### config.mk
export PLATFORM = sky130hd
export DESIGN_NAME = operand_fetch_stage
export DESIGN_NICKNAME = d
export VERILOG_FILES = /design/src/rtl/operand_fetch_stage.sv
export SDC_FILE = /design/constraint.sdc
export NUM_CORES = 1
export LEC_CHECK = 0
export ABC_AREA = 1
export CAP_MARGIN = 0
export CORE_AREA = 2 2 257 259
export CTS_BUF_LIST = sky130_fd_sc_hd__clkbuf_8 sky130_fd_sc_hd__clkbuf_16
export CTS_CLUSTER_DIAMETER = 40
export DETAILED_ROUTE_END_ITERATION = 6
export DIE_AREA = 0 0 259 261
export RECOVER_POWER = 100
export SYNTH_ARGS = -nofsm -noshare
export SYNTH_HDL_FRONTEND = slang
export SYNTH_SLANG_ARGS = --single-unit
### constraint.sdc
create_clock -name clk -period 1.8 [get_ports clk]
set_clock_uncertainty 0.15 [all_clocks]
set_input_delay 0.36 -clock clk [delete_from_list [all_inputs] [get_ports clk]]
set_output_delay 0.36 -clock clk [all_outputs]
set_load 0.05 [all_outputs]
### src/rtl/operand_fetch_stage.sv
// operand_fetch_stage: decode-to-execute stage. Resolves source operands by
// forwarding from EX/MEM/WB, inserts a single bubble on a load-use hazard and
// registers the result into the ID/EX register behind a valid/ready handshake.
module operand_fetch_stage #(
  parameter logic [4:0] XZR   = 5'd31,
  parameter int         CNT_W = 32
) (
  input  logic             clk,
  input  logic             reset_n,
  // decode side
  input  logic             in_valid,
  output logic             in_ready,
  input  logic [4:0]       in_rs1,
  input  logic [4:0]       in_rs2,
  input  logic [4:0]       in_rd,
  input  logic             in_regwrite,
  input  logic             in_memread,
  input  logic             in_use_imm,
  input  logic [63:0]      in_imm,
  input  logic [63:0]      rf_data1,
  input  logic [63:0]      rf_data2,
  // EX producer
  input  logic             ex_valid,
  input  logic             ex_regwrite,
  input  logic             ex_memread,
  input  logic [4:0]       ex_rd,
  input  logic [63:0]      ex_result,
  // MEM producer
  input  logic             mem_valid,
  input  logic             mem_regwrite,
  input  logic [4:0]       mem_rd,
  input  logic [63:0]      mem_result,
  // WB producer (regfile write port this cycle)
  input  logic             wb_valid,
  input  logic             wb_regwrite,
  input  logic [4:0]       wb_rd,
  input  logic [63:0]      wb_data,
  // control
  input  logic             flush,
  // ID/EX register
  output logic             out_valid,
  input  logic             out_ready,
  output logic [63:0]      out_opa,
  output logic [63:0]      out_opb,
  output logic [4:0]       out_rd,
  output logic             out_regwrite,
  output logic             out_memread,
  output logic [63:0]      out_store_data,
  output logic [CNT_W-1:0] stall_count
);

  // Forwarding priority: zero register, then youngest producer first.
  function automatic logic [63:0] fwd(
    input logic [4:0]  src,
    input logic [63:0] rf,
    input logic        exv, input logic exw, input logic [4:0] exd, input logic [63:0] exr,
    input logic        mev, input logic mew, input logic [4:0] med, input logic [63:0] mer,
    input logic        wbv, input logic wbw, input logic [4:0] wbd, input logic [63:0] wbr
  );
    if (src == XZR)                         return 64'd0;
    else if (exv && exw && (exd == src))    return exr;
    else if (mev && mew && (med == src))    return mer;
    else if (wbv && wbw && (wbd == src))    return wbr;
    else                                    return rf;
  endfunction

  logic             valid_q, valid_d;
  logic [63:0]      opa_q, opa_d;
  logic [63:0]      opb_q, opb_d;
  logic [63:0]      store_q, store_d;
  logic [4:0]       rd_q, rd_d;
  logic             regwrite_q, regwrite_d;
  logic             memread_q, memread_d;
  logic [CNT_W-1:0] cnt_q, cnt_d;

  logic [63:0] fwd1, fwd2;
  logic        load_use;
  logic        load_en;

  // Operand resolution and hazard detection for the decode instruction.
  always_comb begin
    fwd1 = fwd(in_rs1, rf_data1,
               ex_valid, ex_regwrite, ex_rd, ex_result,
               mem_valid, mem_regwrite, mem_rd, mem_result,
               wb_valid, wb_regwrite, wb_rd, wb_data);
    fwd2 = fwd(in_rs2, rf_data2,
               ex_valid, ex_regwrite, ex_rd, ex_result,
               mem_valid, mem_regwrite, mem_rd, mem_result,
               wb_valid, wb_regwrite, wb_rd, wb_data);
    // A load in EX cannot be forwarded yet; rs2 only matters when it feeds B
    // (the store-data path resolves one cycle later via MEM forwarding).
    load_use = in_valid && ex_valid && ex_memread && ex_regwrite && (ex_rd != XZR) &&
               ((ex_rd == in_rs1) || ((ex_rd == in_rs2) && !in_use_imm));
    load_en  = !valid_q || out_ready;
    in_ready = flush ? 1'b1 : (load_en && !load_use);
  end

  // Next-state for the ID/EX register and the stall counter.
  always_comb begin
    // NOTE: every variable gets a hold value first so no path infers a latch.
    valid_d    = valid_q;
    opa_d      = opa_q;
    opb_d      = opb_q;
    store_d    = store_q;
    rd_d       = rd_q;
    regwrite_d = regwrite_q;
    memread_d  = memread_q;
    cnt_d      = cnt_q;

    if (flush) begin
      valid_d    = 1'b0;
      regwrite_d = 1'b0;
      memread_d  = 1'b0;
    end else if (load_en) begin
      valid_d    = in_valid && !load_use;
      opa_d      = fwd1;
      opb_d      = in_use_imm ? in_imm : fwd2;
      store_d    = fwd2;
      rd_d       = in_rd;
      // Bubbles and empty slots must never look like a writer downstream.
      regwrite_d = in_regwrite && in_valid && !load_use;
      memread_d  = in_memread && in_valid && !load_use;
      if (load_use && (cnt_q != {CNT_W{1'b1}}))
        cnt_d = cnt_q + 1'b1;
    end
  end

  // ID/EX register and stall counter.
  always_ff @(posedge clk or negedge reset_n) begin
    // NOTE: the payload is reset too, so outputs read as zero straight out of reset.
    if (!reset_n) begin
      valid_q    <= 1'b0;
      opa_q      <= '0;
      opb_q      <= '0;
      store_q    <= '0;
      rd_q       <= '0;
      regwrite_q <= 1'b0;
      memread_q  <= 1'b0;
      cnt_q      <= '0;
    end else begin
      // NOTE: non-blocking assignments so every register samples pre-edge values.
      valid_q    <= valid_d;
      opa_q      <= opa_d;
      opb_q      <= opb_d;
      store_q    <= store_d;
      rd_q       <= rd_d;
      regwrite_q <= regwrite_d;
      memread_q  <= memread_d;
      cnt_q      <= cnt_d;
    end
  end

  assign out_valid      = valid_q;
  assign out_opa        = opa_q;
  assign out_opb        = opb_q;
  assign out_store_data = store_q;
  assign out_rd         = rd_q;
  assign out_regwrite   = regwrite_q;
  assign out_memread    = memread_q;
  assign stall_count    = cnt_q;

endmodule

Word-level counts from Yosys, hierarchy flattened --
Cells that the tools add are included.
Storage, ports and cells: word-level logic and storage cells 66, input port bits 429, output and inout port bits 233, register bits after elaboration 232
Operators by class: mux-type cells 16, add/subtract/negate cells 1, equality and inequality tests 10, reductions and logical operators 30, bitwise operators 1
Operators with widths (number):
- $mux 64 | 9
- $add 32x1->32 const B | 1
- $ne 32x32->1 const B | 1
- $eq 5x5->1 | 6
- $logic_and 1x1->1 | 22
- $eq 5x5->1 const B | 2
- $mux 1 | 7
- $ne 5x5->1 const B | 1
- $logic_not 1->1 | 3
- $reduce_and 3->1 | 1
- $logic_or 1x1->1 | 2
- $reduce_and 2->1 | 1
- $reduce_bool 2->1 | 1
- $not 1->1 | 1

Longest topological paths before layout --
Gate-level depths: netlist of run 1.
depth in word-level cells 9, depth in mapped cells 13

Least setup slack after synthesis of run 1 --
Ideal clock, no wire load.
path type register -> register, start point register cnt_q[1] (netlist: stall_count[1]), end point register cnt_q[5] (netlist: stall_count[5]), cell stages (with the launch flop) 10, path slack -0.414 ns, arrival 1.940 ns, setup time 0.123 ns, clock period less this slack 2.214 ns, data required time 1.527 ns, cell sequence dfrtp_1 > ha_1 > inv_1 > nor2_2 > nand2_2 > nor2_2 > nand2_1 > nand4_4 > buf_4 > o21ai_1
Between the ends: cells in the longest elaborated chain, start to end 3, elaborated cells between the ends (all ways) 4, classes of those cells 1 x add/sub; 1 x eq/ne; 2 x reduce/logical
RTL lines:
- from (decl) | RTL line 74 | logic [CNT_W-1:0] cnt_q, cnt_d;
- from (signal assigned) | RTL line 149 | cnt_q <= cnt_d;
- parallel branches: the longest is 3 deep, another holds $add 32x1->32
Parallel ways; which one is timed is not known. A chain may end at the register's enable or synchronous reset.

Final worst setup path of run 1 --
start point register valid_q (netlist: out_valid), end point output in_ready
Between the ends: cells in the longest elaborated chain, start to end 4
RTL lines:
- from (decl) | RTL line 67 | logic valid_q, valid_d;
- from (signal assigned) | RTL line 142 | valid_q <= valid_d;
- $logic_not 1->1 | RTL line 94 | load_en = !valid_q || out_ready;
- $logic_or 1x1->1 | RTL line 94
- $logic_and 1x1->1 | RTL line 95 | in_ready = flush ? 1'b1 : (load_en && !load_use);
- $mux 1 | RTL line 95
- to (decl) | RTL line 12 | output logic in_ready,
Every way passes these cells.

==> results of run 1 <==
[cell type report]
cell class                 count  area, sq um  share of cell area
inverter                     265         1016             0.03230
clock inverter                38        456.7             0.01452
tap                          864         1081             0.03437
sequential                   232         5848              0.1859
timing repair buffer        1072        11960              0.3801
multi-input combinational   1862         9612              0.3056
antenna                        5        12.51           0.0003978
clock buffer                  62         1473             0.04682
[worst paths after layout]
kind	end	start	depth (start not counted)	slack [ns]
worst min-delay path	out_rd[3]	in_rd[3]	3	0.19
worst max register to register	stall_count[30]	out_valid	11	-0.19
min in group asynchronous	out_store_data[51]	reset_n	2	0.52
worst min register to register	out_opa[32]	out_opa[32]	2	0.32
max in group asynchronous	stall_count[2]	reset_n	2	0
worst max-delay path	in_ready	out_valid	4	-0.21
[metrics by stage]
stage | util | power, W | instance area, sq um | hold slack (ns) | worst slack, ns
after floorplan | - | 0.01006 | 16660 | -0.08559 | -0.05933
after global placement | 0.4012 | 0.01366 | 26090 | 0.1661 | -0.8324
after detailed placement | 0.4012 | 0.01368 | 26090 | 0.1675 | -0.8454
after CTS | 0.4532 | 0.02447 | 29480 | 0.1345 | -0.2346
after global routing | 0.4836 | 0.02585 | 31450 | 0.1719 | -0.2691
final | 0.4836 | 0.02501 | 31460 | 0.1867 | -0.2099
[synth_stat cells (all sizes together)]
library cell  number  area (sq um)
nand2            913          3432
inv              265         994.7
dfrtp            232          5806
nand3            209          1079
nor2             168         655.6
o21ai            165         825.8
nand4            135         859.6
o21bai           128         960.9
buf              124         805.8
a21oi             71         355.3
clkbuf            59         221.5
nor3              25         151.4
xor2              24         210.2
xnor2             14         122.6
a31oi              3         33.78
nand3b             2         15.01
or2                2         12.52
ha                 1         12.51
nor3b              1         7.510
o22ai              1         6.260
[power by group]
group / internal [W] / leakage, nW / total (W) / switching [W]
Clock: 0.00709 / 0.934 / 0.0105 / 0.00344
Sequential: 0.00584 / 2.83 / 0.00629 / 0.000452
Combinational: 0.00322 / 11.6 / 0.00818 / 0.00496
[timing repair]
| action | 4_1_cts | 5_1_grt |
|---|---|---|
| pin swaps | 40 | 49 |
| cloned | 19 | 38 |
| endpoints found under the setup margin | 255 | 234 |
| hold buffers | 1 | 0 |
| endpoints found under the hold margin | 232 | 0 |
| resized for setup | 179 | 257 |
| buffers inserted | 52 | 50 |
[critical path: stages, from the launching register on]
cell and delay (ns):
dfrtp_2 0.41, nand2_4 0.08, nor2_4 0.04, a31oi_4 0.21, buf_12 0.17
[cells by family (layout without fill, tap and decap cells)]
kind of cell / Yosys count / after routing / synth area share
simple gates: 1455 / 1455 / 0.3750
buf+inv: 448 / 1437 / 0.1220
compound gates: 368 / 368 / 0.1317
flops: 232 / 232 / 0.3504
xor+xnor: 38 / 38 / 0.02009
fa+ha+maj: 1 / 1 / 0.0007551
other cells: 0 / 5 / 0
[flip-flops by register name, summed over array words and instances (netlist names)]
signal          count
out_memread         1
out_opa            64
out_opb            64
out_rd              5
out_regwrite        1
out_store_data     64
out_valid           1
stall_count        32
[per-layer routing]
| metal | vias to the layer above | global-route usage | wire length, microns |
|---|---|---|---|
| li1 | 10090 | - | - |
| met1 | 10290 | 0.3075 | 37670 |
| met2 | 1131 | 0.4444 | 48590 |
| met3 | 255 | 0.05614 | 8187 |
| met4 | 4 | 0.1132 | 4671 |
| met5 | - | 0 | 29 |
==> flow_metrics.tcl, run 1 <==
set metrics [dict create \
    htree_levels 2 \
    final_cell_mix "nand2_1, clkdlybuf4s50_1, buf_4" \
    drive_gt1_frac 0.2792 \
    numCtsBuffers 54 \
    routed_wl_microns 99150 \
    clock-sinks 232 \
    ctsRootBufferMaster "clkbuf_16" \
    wire_per_inst_microns 22.53 \
    ir_worst_vdd_mv 1.007 \
    gp_congestion 0.9133 \
    synth_nets 2972 \
    grt_overflow 0 \
    hp-class "in2reg" \
    maxSlewHeadroom 0.04961 \
    violations "setup timing" \
    cap_violations 0 \
    n_fill_cell 6302 \
    yosysWarnings 0 \
    timing.fmax_mhz 497.5 \
    crit_type "reg2out" \
    layout_setup_ws_ns -0.2099 \
    ant_nets 0 \
    antenna_found_initial 8 \
    die_w_microns 259 \
    final_cells 4400 \
    fin_tns_setup_ns -13.35 \
    dp_cells 4145 \
    drc 0 \
    place_hpwl_microns 63380 \
    grt_max_degree 76 \
    synthCells 2542 \
    final_common_cell "nand2_1" \
    grt_pass1_wl_microns 130300 \
    cp.arrival_ns 1.50 \
    period_needed_ns 2.010 \
    clk_pin_slew_worst_paths_ns 0.05 \
    drt-initial-drc-count 1905 \
    die_h_microns 261 \
    end_kind "output port" \
    synth.distinct_cells 35 \
    insertion_delay_ns 0.57 \
    vias 21770 \
    netlist_area_sq_mm 0.01657 \
    drv_slew 0 \
    avgSynthCellArea_sq_um 6.517 \
    io_buffers 661 \
    cts_tree "yes" \
    worstSetupStartpointType "flop" \
    fin_crit_sh 1.117 \
    area_growth_pct 89.87 \
    start_util 0.2547 \
    p_leak_nw 15.39 \
    dr.pass1.iters 6 \
    powerDensity_mw_per_mm2 795.1 \
    grtUsageTotal 0.2574 \
    tightest_slew_ns 1.426 \
    path_max_fanout 2 \
    final_hold_viol_count 0 \
    final_net_count 3917 \
    grt_pass1_vias 20570 \
    ios 662 \
    core_area_sq_mm 0.06504 \
    outcome "finished, violations left" \
    setup-violations-final 186 \
    clockBufferDepth 3 \
    rsz0062_at_grt "yes" \
    crit_required_ns 1.29 \
    via_per_inst 4.947 \
    ys_seq_elements 232 \
    yosysSeqAreaShare 0.3504 \
    die_area_sq_mm 0.06760 \
    fp-row-count 94 \
]
Power figures use the tool's default switching activity.
==> inputs of run 2 (changes only) <==
--- a/config.mk
+++ b/config.mk
@@ -12,6 +12,7 @@
 export CTS_CLUSTER_DIAMETER = 40
 export DETAILED_ROUTE_END_ITERATION = 6
 export DIE_AREA = 0 0 259 261
+export MAX_ROUTING_LAYER = met4
 export RECOVER_POWER = 100
 export SYNTH_ARGS = -nofsm -noshare
 export SYNTH_HDL_FRONTEND = slang
==> run 2 against run 1 <==
- first-iteration DRC count is 7.9% lower
- highest routed layer is now met4
- combinational power is 2.7% lower
- sequential share of layout area is 0.051 points lower
- maximum frequency is 1.8% lower
- the flow still finishes with violations (setup timing)
- design area is 0.27% higher
- die area stayed put
- critical endpoint unchanged
- largest power group unchanged
- sequential cell count stayed put
- clock power is 4% higher
==> flow_metrics.tcl, run 2 (same netlist as run 1, synthesis figures left out) <==
set metrics [dict create \
    die_h_microns 261 \
    ant_nets 0 \
    end_kind "output port" \
    gp_congestion 0.9547 \
    htree_levels 2 \
    r2r-end "stall_count[27]" \
    clk_pin_slew_worst_paths_ns 0.05 \
    cp_cell_sequence "nand2_4 -> nor2_4 -> a31oi_4 -> buf_12" \
    final_common_cell "nand2_1" \
    clock-sinks 232 \
    cap_violations 0 \
    pre_cts_slack_ns -1.033 \
    cp_slowest_stage_delay_ns 0.41 \
    final_hold_viol_count 0 \
    die_w_microns 259 \
    cts_tree "yes" \
    io_buffers 661 \
    core_area_sq_mm 0.06504 \
    n_fill_cell 6260 \
    ir_worst_vdd_mv 0.7687 \
    slowest_stage "dfrtp_2" \
    final_cell_mix "nand2_1, clkdlybuf4s50_1, inv_1" \
    area_growth_pct 90.39 \
    postLayoutCellArea_sq_mm 0.03154 \
    tightest_slew_ns 1.349 \
    hp-class "in2reg" \
    grt_pass1_wl_microns 137400 \
    grt_pass1_vias 21270 \
    place_hpwl_microns 64840 \
    path_max_fanout 2 \
    layout_setup_ws_ns -0.2459 \
    violations "setup timing" \
    via_per_inst 5.008 \
    drt-initial-drc-count 1755 \
    reg2reg_depth 9 \
    antenna_found_initial 7 \
    clockBufferDepth 3 \
    period_needed_ns 2.046 \
    start_util 0.2547 \
    powerDensity_mw_per_mm2 796.3 \
    drv_slew 0 \
    dr.pass1.iters 7 \
    grt_overflow 0 \
    grtUsageTotal 0.2819 \
    p_leak_nw 15.44 \
    drive_gt1_frac 0.3022 \
    ios 662 \
    insertion_delay_ns 0.59 \
    timing.fmax_mhz 488.8 \
    outcome "finished, violations left" \
    die_area_sq_mm 0.06760 \
    worstSetupStartpointType "flop" \
    critPathLaunch "out_valid" \
    drc 0 \
    wire_per_inst_microns 22.74 \
    fp-row-count 94 \
    r2r_start "stall_count[23]" \
    r2r_slack_ns -0.09 \
    rsz0062_at_grt "yes" \
    final_net_count 3902 \
    cp.arrival_ns 1.54 \
    grt_max_degree 49 \
    vias 21990 \
    routed_wl_microns 99840 \
    fin_tns_setup_ns -3.477 \
    setup.worst_path.end "in_ready" \
    numCtsBuffers 57 \
    fin_crit_sh 1.137 \
    crit_required_ns 1.29 \
    dpl_cell_area_sq_mm 0.02601 \
    crit_type "reg2out" \
    setup-violations-final 96 \
    ctsRootBufferMaster "clkbuf_16" \
    maxSlewHeadroom 0.1007 \
]
run 2: layer usage:
| metal | global-route usage | vias up | part of all wire | wire length [microns] |
|---|---|---|---|---|
| met5 | - | - | 0 | 0 |
| met1 | 0.3261 | 10410 | 0.38 | 37680 |
| li1 | - | 10110 | - | - |
| met3 | 0.05691 | 285 | 0.085 | 8504 |
| met2 | 0.4745 | 1180 | 0.49 | 48860 |
| met4 | 0.1211 | 0 | 0.048 | 4794 |
run 2: worst max-delay path, delay by kind of cell (launching register included):
| kind | cells | cell delay (ns) |
|---|---|---|
| flops | 1 | 0.41 |
| compound gates | 1 | 0.23 |
| buf+inv | 1 | 0.18 |
| simple gates | 2 | 0.13 |
run 2: power breakdown:
part	total, W	switching [W]	internal, W
Sequential	0.00627	0.000432	0.00584
Clock	0.0109	0.00355	0.00733
Combinational	0.00796	0.00497	0.00299
run 2: what timing repair did:
| action | CTS | global route |
|---|---|---|
| resized for setup | 274 | 309 |
| gates cloned | 42 | 15 |
| pin swaps | 45 | 78 |
| endpoints found under the setup margin | 258 | 263 |
| hold buffers | 1 | 0 |
| setup buffers | 48 | 52 |
| hold endpoints to repair | 232 | 0 |
run 2: through the flow:
| step | instances | power (W) | util | hold slack [ns] |
|---|---|---|---|---|
| after floorplan | 2542 | 0.01006 | - | -0.08559 |
| after global placement | 4131 | 0.01366 | 0.3999 | 0.1597 |
| after detailed placement | 4131 | 0.01367 | 0.3999 | 0.1612 |
| after CTS | 4323 | 0.02530 | 0.4689 | 0.1315 |
| after global routing | 4387 | 0.02601 | 0.4848 | 0.1589 |
| final | 4390 | 0.02512 | 0.4850 | 0.1688 |
run 2: worst min path at each step:
stage                     depth (start not counted)                 end  slack [ns]     start
after floorplan                                   0         out_memread       -0.09   reset_n
after CTS                                         2         out_opa[35]        0.13   reset_n
final                                             3           out_rd[4]        0.17  in_rd[4]
after global placement                            1  out_store_data[51]        0.16   reset_n
after detailed placement                          1  out_store_data[51]        0.16   reset_n
after global routing                              3           out_rd[3]        0.16  in_rd[3]
run 2: layout make-up:
class,count,area (sq um),area share
antenna,8,20.02,0.0006347
clock buffer,60,1468,0.04653
clock inverter,45,548.0,0.01737
inverter,265,1010,0.03201
multi-input combinational,1862,9998,0.3170
sequential,232,5848,0.1854
tap,864,1081,0.03427
timing repair buffer,1054,11570,0.3668
